File: src/rtl/spad_read_controller_ifmap_pkg.sv
// Shared definitions for the IFMap scratchpad controllers.
// The state encoding is reused by the write controller, so keep values stable.
package spad_read_controller_ifmap_pkg;

  typedef enum logic [1:0] {
    ST_IDLE     = 2'd0,
    ST_WAIT_ROW = 2'd1,
    ST_READ_WIN = 2'd2,
    ST_ROW_DONE = 2'd3
  } rd_state_e;

endpackage

File: src/rtl/spad_read_controller_ifmap_ring_add.sv
// (a + b) mod (DEPTH+1) for a scratchpad ring that need not be a power of two.
module mod_ring_add #(
  parameter int AW    = 3,
  parameter int BW    = 3,
  parameter int DEPTH = 7
) (
  input  logic [AW-1:0] a_i,
  input  logic [BW-1:0] b_i,
  output logic [AW-1:0] sum_o
);

  localparam int SW   = ((AW > BW) ? AW : BW) + 1;
  localparam int RING = DEPTH + 1;

  logic [SW-1:0] sum_full;
  logic [SW-1:0] sum_mod;

  always_comb begin
    sum_full = SW'(a_i) + SW'(b_i);
    sum_mod  = sum_full % SW'(RING);
    sum_o    = sum_mod[AW-1:0];
  end

endmodule

File: src/rtl/spad_read_controller_ifmap.sv
// IFMap scratchpad read controller: walks sliding windows over each row held in
// the ring buffer, throttled against the write pointer until the row end is known.
module spad_read_controller_ifmap
  import spad_read_controller_ifmap_pkg::*;
#(
  parameter int SPAD_ADDR_WIDTH = 3,
  parameter int SPAD_DEPTH      = 7,
  parameter int LEN_WIDTH       = 3
) (
  input  logic                       clk,
  input  logic                       rst,
  input  logic                       start_i,
  input  logic                       done_i,
  input  logic                       stall_i,
  input  logic                       valid_start_i,
  input  logic                       valid_end_i,
  input  logic [SPAD_ADDR_WIDTH-1:0] start_data_i,
  input  logic [SPAD_ADDR_WIDTH-1:0] end_data_i,
  input  logic [SPAD_ADDR_WIDTH-1:0] spad_waddr_i,
  input  logic [LEN_WIDTH-1:0]       filt_len_i,
  input  logic [LEN_WIDTH-1:0]       stride_i,
  output logic [SPAD_ADDR_WIDTH-1:0] spad_raddr_o,
  output logic                       ren_spad_o,
  output logic                       win_first_o,
  output logic                       win_last_o,
  output logic                       r_next_IF_o,
  output logic                       row_done_o,
  output rd_state_e                  dbg_state_o
);

  localparam int AW   = SPAD_ADDR_WIDTH;
  localparam int LW   = LEN_WIDTH;
  localparam int CW   = ((AW > LW) ? AW : LW) + 2;
  localparam int RING = SPAD_DEPTH + 1;

  rd_state_e     state_q;
  logic [AW-1:0] base_q;
  logic [LW-1:0] k_q;
  logic [LW-1:0] filt_q;
  logic [LW-1:0] stride_q;
  logic          r_next_q;
  logic          row_done_q;

  logic [AW-1:0] raddr_ring;
  logic [AW-1:0] base_next;
  logic          in_read;
  logic          avail;
  logic          ren;
  logic          last_rd;
  logic [CW-1:0] rem_cur;
  logic [CW-1:0] rem_first;
  logic [CW-1:0] span_first;
  logic [CW-1:0] span_slide;

  // Forward distance from one ring slot to another, always non-negative.
  function automatic logic [CW-1:0] ring_dist(input logic [AW-1:0] to_a,
                                              input logic [AW-1:0] from_a);
    if (to_a >= from_a) return CW'(to_a) - CW'(from_a);
    else                return CW'(to_a) + CW'(RING) - CW'(from_a);
  endfunction

  mod_ring_add #(.AW(AW), .BW(LW), .DEPTH(SPAD_DEPTH)) u_raddr_add (
    .a_i  (base_q),
    .b_i  (k_q),
    .sum_o(raddr_ring)
  );

  mod_ring_add #(.AW(AW), .BW(LW), .DEPTH(SPAD_DEPTH)) u_base_add (
    .a_i  (base_q),
    .b_i  (stride_q),
    .sum_o(base_next)
  );

  always_comb begin
    in_read    = (state_q == ST_READ_WIN);
    avail      = valid_end_i | (raddr_ring != spad_waddr_i);
    ren        = in_read & avail & ~stall_i;
    last_rd    = ren & (k_q == (filt_q - LW'(1)));
    rem_cur    = ring_dist(end_data_i, base_q);
    rem_first  = ring_dist(end_data_i, start_data_i);
    span_first = CW'(filt_q) - CW'(1);
    span_slide = CW'(stride_q) + CW'(filt_q) - CW'(1);
  end

  assign spad_raddr_o = in_read ? raddr_ring : '0;
  assign ren_spad_o   = ren;
  assign win_first_o  = ren & (k_q == '0);
  assign win_last_o   = last_rd;
  // Pulses stay parked in their registers while stalled and surface once released.
  assign r_next_IF_o  = r_next_q & ~stall_i;
  assign row_done_o   = row_done_q & ~stall_i;
  assign dbg_state_o  = state_q;

  always_ff @(posedge clk) begin
    if (rst) begin
      state_q    <= ST_IDLE;
      base_q     <= '0;
      k_q        <= '0;
      filt_q     <= '0;
      stride_q   <= '0;
      r_next_q   <= 1'b0;
      row_done_q <= 1'b0;
    end else if (done_i) begin
      state_q    <= ST_IDLE;
      k_q        <= '0;
      r_next_q   <= 1'b0;
      row_done_q <= 1'b0;
    end else if (!stall_i) begin
      r_next_q   <= 1'b0;
      row_done_q <= 1'b0;
      case (state_q)
        ST_IDLE: begin
          if (start_i) begin
            filt_q   <= filt_len_i;
            stride_q <= stride_i;
            r_next_q <= 1'b1;
            state_q  <= ST_WAIT_ROW;
          end
        end
        ST_WAIT_ROW: begin
          if (valid_start_i) begin
            if (valid_end_i && (rem_first < span_first)) begin
              r_next_q   <= 1'b1;
              row_done_q <= 1'b1;
              state_q    <= ST_ROW_DONE;
            end else begin
              base_q  <= start_data_i;
              k_q     <= '0;
              state_q <= ST_READ_WIN;
            end
          end
        end
        ST_READ_WIN: begin
          if (last_rd) begin
            if (!valid_end_i || (rem_cur >= span_slide)) begin
              base_q <= base_next;
              k_q    <= '0;
            end else begin
              r_next_q   <= 1'b1;
              row_done_q <= 1'b1;
              state_q    <= ST_ROW_DONE;
            end
          end else if (ren) begin
            k_q <= k_q + LW'(1);
          end
        end
        ST_ROW_DONE: state_q <= ST_WAIT_ROW;
        default:     state_q <= ST_IDLE;
      endcase
    end
  end

endmodule

File: config.mk
export PLATFORM = sky130hd
export DESIGN_NAME = spad_read_controller_ifmap
export DESIGN_NICKNAME = d
export VERILOG_FILES = /design/src/rtl/spad_read_controller_ifmap_pkg.sv /design/src/rtl/spad_read_controller_ifmap_ring_add.sv /design/src/rtl/spad_read_controller_ifmap.sv
export SDC_FILE = /design/constraint.sdc
export NUM_CORES = 1
export LEC_CHECK = 0
export BUFFER_PORTS_ARGS = -buffer_cell sky130_fd_sc_hd__buf_2
export CAP_MARGIN = 20
export CORE_ASPECT_RATIO = 1.1
export CORE_MARGIN = 3
export CORE_UTILIZATION = 57
export DETAILED_ROUTE_END_ITERATION = 10
export GPL_TIMING_DRIVEN = 0
export PLACE_DENSITY = 0.81
export SLEW_MARGIN = 5
export SYNTH_ARGS = -nofsm -noshare
export SYNTH_HDL_FRONTEND = slang
export SYNTH_SLANG_ARGS = --single-unit
File: constraint.sdc
create_clock -name clk -period 3.1 [get_ports clk]
set_input_delay 0.155 -clock clk [delete_from_list [all_inputs] [get_ports clk]]
set_output_delay 0.155 -clock clk [all_outputs]
set_load 0.05 [all_outputs]
==> flow_metrics.env, run 1 <==
export IMPL_status="finished, final reports clean"
export IMPL_worstSetupPathType="reg2out"
export IMPL_finalHoldViolCount=0
export IMPL_detail_route_antenna_nets=0
export IMPL_drt_pass1_iter_count=4
export IMPL_syn_inst=212
export IMPL_fin_crit_sh=0.951
export IMPL_grt_ovfl_total=0
export IMPL_worstHoldEndpoint="filt_q[0]"
export IMPL_core_mm2=0.00290
export IMPL_tightest_slew_ps=1180
export IMPL_drt_iter0_drc=49
export IMPL_slew_headroom=0.209
export IMPL_ys_seq_area_frac=0.176
export IMPL_final_cell_mix="inv_1, buf_2, ha_1, dfxtp_1, nand2_1"
export IMPL_post_drt_wl_per_cell_um=14.4
export IMPL_hold_start="filt_len_i[0]"
export IMPL_hold_path_class="in2reg"
export IMPL_dp_hpwl_um=3350
export IMPL_fmax_ghz=0.339
export IMPL_insertion_delay_ps=310
export IMPL_ir_worst_vdd_uv=210
export IMPL_utilization=0.728
export IMPL_synth_edf_count=0
export IMPL_clkSlewWorstSetupHoldPaths_ps=90
export IMPL_finalPower_mw=0.536
export IMPL_maxCapViolCount=0
export IMPL_synthesis_nets=272
export IMPL_synth_seq_cells=16
export IMPL_vias=1590
export IMPL_r2r_slack_ps=200
export IMPL_startpoint_type="register"
export IMPL_routed_wl_um=4060
export IMPL_chipHeight_um=65.2
export IMPL_worst_slack_ps=152
export IMPL_drive_above_1_share=0.220
export IMPL_die_x_um=59.8
export IMPL_grt_pass1_wl_um=6540
export IMPL_crit_fanout=5
export IMPL_clock_skew_ps=18.2
export IMPL_cp_required_ps=2940
export IMPL_slew_viol_final=0
export IMPL_place_congestion=0.841
export IMPL_final_common_cell="inv_1"
export IMPL_nets=311
export IMPL_clock_path_buffers=2
export IMPL_worstReg2RegEnd="base_q[0]"
export IMPL_initial_core_util=0.625
export IMPL_dp_cells=276
export IMPL_ctsHtreeMaxLevel=1
export IMPL_worst_ep_arrival_time_ps=2790
export IMPL_avgSynthCellArea_um2=8.56
export IMPL_hold_path_depth=3
export IMPL_num_antenna_cells=0
export IMPL_die_area_mm2=0.00390
export IMPL_pin_count=32
export IMPL_endpoint_kind="output port"
export IMPL_grt_max_degree=11
export IMPL_routed_via_density=5.62
export IMPL_async_reset_ff_frac=0
export IMPL_leakagePower_nw=1.01
export IMPL_root_buffer="clkbuf_4"
export IMPL_fin_crit_ps=2950
export IMPL_grtUsageTotal=0.218
export IMPL_hold_buffers=0
export IMPL_worstReg2RegStart="base_q[0]"
export IMPL_fin_tns_setup_ps=0
export IMPL_place_area_mm2=0.00202
export IMPL_area_growth_pct=16.3
export IMPL_finalInstanceArea_mm2=0.00211
export IMPL_grt_pass1_vias=1519
export IMPL_clkSinkCount=16
export IMPL_route_detailed_drc=0
export IMPL_setup_viol_count_final=0
export IMPL_antenna_found_initial=0
export IMPL_synth_warnings=0
export IMPL_cts_inserted_buffers=3
export IMPL_ys_types=52
export IMPL_stdcell_count=283
export IMPL_whs_ps=91.5
export IMPL_cts_tree="done"
export IMPL_rows=20
export IMPL_pre_cts_ws_ps=-323
export IMPL_ff2ff_path_depth=14
export IMPL_synth_area_mm2=0.00182
export IMPL_portBuffers=31
export IMPL_ys_flop_type="dfxtp_1"
export IMPL_nFillCells=238
export IMPL_powerDensity_mw_per_mm2=254
Yosys cell counts, drive strengths merged, types with 2 or more instances:
library cell  instances  share of area
xnor2                 7          0.038
nor2                 13          0.027
xor2                  3          0.014
nand2b                4          0.014
nor4b                 2          0.018
a21oi                 6          0.017
fa                    7          0.077
ha                   31           0.21
nand4                 2         0.0069
nor2b                 4          0.014
inv                  39          0.081
buf                   2         0.0069
nand2                15          0.032
mux2i                 9          0.050
o22ai                 2          0.010
nor3                  3          0.011
nand3                 6          0.017
a211oi                2         0.0083
nand4b                2         0.0097
o211ai                2         0.0083
dfxtp                16           0.18
clkbuf                2         0.0041
or3                   2         0.0069
a21o                  2         0.0083
a31oi                 3          0.010
nand3b                2         0.0083
o21ai                 6          0.017
what timing repair did:
action                                  CTS  global route
gates resized for setup                   2             6
pin swaps                                 0             4
cloned                                    0             0
endpoints found under the setup margin    4             6
buffers inserted                          0             3
hold endpoints to repair                  0             0
worst max path at each step:
stage,startpoint,endpoint,cells past startpoint
6_report,base_q[0],win_last_o,10
3_3_place_gp,base_q[0],base_q[1],14
5_1_grt,k_q[0],ren_spad_o,8
4_1_cts,k_q[0],ren_spad_o,8
2_1_floorplan,base_q[0],base_q[1],14
3_5_place_dp,base_q[0],base_q[1],14
critical path: stages, from the launching register on:
cell and delay, ps:
dfxtp_4 370, buf_4 130, ha_1 180, inv_1 60
fa_1 470, xnor2_2 340, o41ai_2 140, o22ai_2 310
nand2_2 160, inv_1 80, buf_2 260
cell families after synthesis:
logic type	share of synthesized area
flip-flops	0.176
AND/OR/NAND/NOR	0.187
adder cells (fa/ha/maj)	0.291
XOR/XNOR	0.0655
multiplexers	0.0558
buffers and inverters	0.0917
AO/OA/AOI/OAI	0.132
where the power goes:
part,switching [mW],internal [mW],leakage [nW]
clock,0.0758,0.0718,0.0210
sequential,0.00377,0.209,0.130
combinational,0.0979,0.0778,0.856
total,0.177,0.358,1.01
final cells by class:
cell class                 instances  area [um^2]  area share
clock buffer                       4         36.3      0.0172
buffer                             4         20.0     0.00948
multi-input combinational        153         1370       0.647
sequential                        16          324       0.153
timing repair buffer              34          178      0.0841
tap                               33         41.3      0.0195
inverter                          39          146      0.0693
registers in the layout, summed over array words and instances, names as in the netlist:
register	cells
base_q	3
r_next_q	1
dbg_state_o	2
row_done_q	1
k_q	3
stride_q	3
filt_q	3
per-layer routing:
metal	wire length, um	global-route usage	vias to the layer above
met2	2070	0.399	44
li1	-	-	800
met4	90	0.0748	0
met1	1750	0.253	733
met5	0	0	-
met3	155	0.0295	13
Power figures use the tool's default switching activity.
==> run 2: changes to the inputs <==
- CORE_UTILIZATION: 57 -> 56
- PLACE_DENSITY: 0.81 -> unset
- PLACE_DENSITY_LB_ADDON: unset -> 0.05
- SYNTH_HIERARCHICAL: unset -> 1
==> flow_metrics.env, run 2 <==
export IMPL_status="finished, final reports clean"
export IMPL_fin_crit_sh=0.953
export IMPL_die_area_mm2=0.00389
export IMPL_pre_cts_ws_ps=-257
export IMPL_grt_ovfl_total=0
export IMPL_worstSetupPathType="in2reg"
export IMPL_hold_buffers=0
export IMPL_cts_tree="done"
export IMPL_rsz0062_at_grt="true"
export IMPL_worstReg2RegEnd="k_q[1]"
export IMPL_post_drt_wl_per_cell_um=15.5
export IMPL_globalRouteMet1Util=0.241
export IMPL_core_mm2=0.00290
export IMPL_finalPower_mw=0.544
export IMPL_seq_area_um2=329
export IMPL_worstHoldEndpoint="filt_q[0]"
export IMPL_hold_path_depth=3
export IMPL_cts_inserted_buffers=3
export IMPL_crit_fanout=2
export IMPL_drive_above_1_share=0.284
export IMPL_ctsHtreeMaxLevel=1
export IMPL_routed_via_density=5.78
export IMPL_ys_types=45
export IMPL_synth_top_area_share=0.218
export IMPL_fin_crit_ps=2950
export IMPL_grt_max_degree=11
export IMPL_pin_count=32
export IMPL_r2r_slack_ps=150
export IMPL_area_growth_pct=18.3
export IMPL_syn_inst=193
export IMPL_worst_ep_arrival_time_ps=3160
export IMPL_fin_tns_setup_ps=0
export IMPL_finalInstanceArea_mm2=0.00210
export IMPL_final_cell_mix="inv_1, ha_1, buf_2, a21oi_1"
export IMPL_slew_headroom=0.596
export IMPL_route_detailed_drc=0
export IMPL_avgSynthCellArea_um2=9.21
export IMPL_hold_start="filt_len_i[0]"
export IMPL_cpPeakStageDelay_ps=390
export IMPL_synth_edf_count=0
export IMPL_ir_worst_vdd_uv=174
export IMPL_detail_route_antenna_nets=0
export IMPL_ys_flop_type="dfxtp_1"
export IMPL_routed_wl_um=4100
export IMPL_grt_pass1_vias=1619
export IMPL_leakagePower_nw=1.04
export IMPL_place_area_mm2=0.00198
export IMPL_synth_warnings=6
export IMPL_slew_viol_final=0
export IMPL_powerDensity_mw_per_mm2=259
export IMPL_hold_path_class="in2reg"
export IMPL_insertion_delay_ps=300
export IMPL_rows=20
export IMPL_dp_hpwl_um=3290
export IMPL_grt_pass1_wl_um=6740
export IMPL_whs_ps=96.9
export IMPL_synth_most_common_cell="inv_1"
export IMPL_stdcell_count=265
export IMPL_root_buffer="clkbuf_4"
export IMPL_cp_top_family="adder cells"
export IMPL_drt_pass1_iter_count=4
export IMPL_clkSlewWorstSetupHoldPaths_ps=110
export IMPL_worst_slack_ps=145
export IMPL_cp_required_ps=3300
export IMPL_startpoint_type="primary input"
export IMPL_clock_skew_ps=10.4
export IMPL_nFillCells=250
export IMPL_endpoint_kind="register"
export IMPL_vias=1533
export IMPL_worstReg2RegStart="filt_q[1]"
export IMPL_grt_busiest_layer="met2"
export IMPL_clkSinkCount=16
export IMPL_groute_layer_met3_usage=0.0438
export IMPL_maxCapViolCount=0
export IMPL_initial_core_util=0.612
export IMPL_synthTopCellsByCount="inv_1, ha_1, dfxtp_1"
export IMPL_yosys_top_cells_area="ha_1, dfxtp_1, fa_1"
export IMPL_fmax_ghz=0.338
export IMPL_synth_seq_cells=16
export IMPL_crit_buf_inv=5
export IMPL_die_x_um=59.7
export IMPL_ff2ff_path_depth=14
export IMPL_synth_area_mm2=0.00178
export IMPL_synthesis_nets=253
export IMPL_ys_seq_area_frac=0.180
export IMPL_finalHoldViolCount=0
export IMPL_grtUsageTotal=0.226
export IMPL_drt_iter0_drc=76
export IMPL_setup_viol_count_final=0
export IMPL_cpMaxStageDelayCell="fa_1"
export IMPL_chipHeight_um=65.1
export IMPL_place_congestion=0.867
export IMPL_antenna_found_initial=0
export IMPL_utilization=0.724
export IMPL_met2_usage=0.412
export IMPL_nets=293
export IMPL_dp_cells=257
export IMPL_clock_path_buffers=2
export IMPL_async_reset_ff_frac=0
export IMPL_multi_input_area_mm2=0.00137
export IMPL_worstPathCellList="buf_2 -> inv_1 -> ha_1 -> inv_1 -> fa_1 -> fa_1 -> a31o_2 -> ha_1 -> inv_1 -> ha_1 -> nand3_1 -> a211oi_2 -> a32oi_2 -> a221oi_4 -> buf_4 -> nor3_1 -> a31o_2"
export IMPL_final_common_cell="inv_1"
export IMPL_synth_top_cell_by_area="ha_1"
export IMPL_tightest_slew_ps=603
export IMPL_portBuffers=31
export IMPL_num_antenna_cells=0
[run 2: cell types whose count changed after synthesis, sizes merged, moves of 3 or more]
cell    delta
xor2       +3
a21oi      +6
nand2      -4
xnor2      -5
nor2       -3
a311oi     +3
inv        -7
o21ai      -4
[run 2: how the worst max path moves through the flow]
stage | cells after the start | to | start
2_1_floorplan | 9 | k_q[2] | base_q[0]
3_3_place_gp | 16 | k_q[2] | end_data_i[0]
3_5_place_dp | 15 | base_q[0] | end_data_i[0]
4_1_cts | 14 | k_q[2] | base_q[0]
5_1_grt | 17 | k_q[1] | end_data_i[0]
6_report | 17 | k_q[1] | end_data_i[0]
[run 2: routing by layer]
| metal | vias up | wire length, um |
|---|---|---|
| li1 | 747 | - |
| met1 | 740 | 1570 |
| met2 | 34 | 2280 |
| met3 | 12 | 148 |
| met4 | 0 | 99 |
| met5 | - | 0 |
[run 2: final cells by class]
cell class	instances	area share
Multi-Input combinational cell	142	0.652
Sequential cell	16	0.157
Timing Repair Buffer	35	0.0881
Inverter	32	0.0571
Tap cell	33	0.0196
Clock buffer	4	0.0173
Buffer	3	0.00952
[run 2: repair_timing]
item	CTS	global route
buffers inserted	0	4
setup endpoints to repair	0	11
resized for setup	0	16
[run 2: logic make-up after synthesis]
| family | synth area share |
|---|---|
| adder cells (fa/ha/maj) | 0.297 |
| XOR/XNOR | 0.0704 |
| AND/OR/NAND/NOR | 0.164 |
| multiplexers | 0.0627 |
| AO/OA/AOI/OAI | 0.146 |
| flip-flops | 0.180 |
| buffers and inverters | 0.0789 |
[run 2: report_power, final]
| group | total [mW] | switching, mW | internal, mW |
|---|---|---|---|
| clock network | 0.144 | 0.0722 | 0.0716 |
| registers | 0.215 | 0.00541 | 0.209 |
| logic | 0.186 | 0.105 | 0.0810 |
[run 2: worst register-to-register path, delay by kind of cell, from the launching register on]
family | cells | cell delay [ps]
compound gates | 5 | 900
fa+ha+maj | 4 | 1240
buf+inv | 4 | 370
flops | 1 | 340
simple gates | 1 | 30
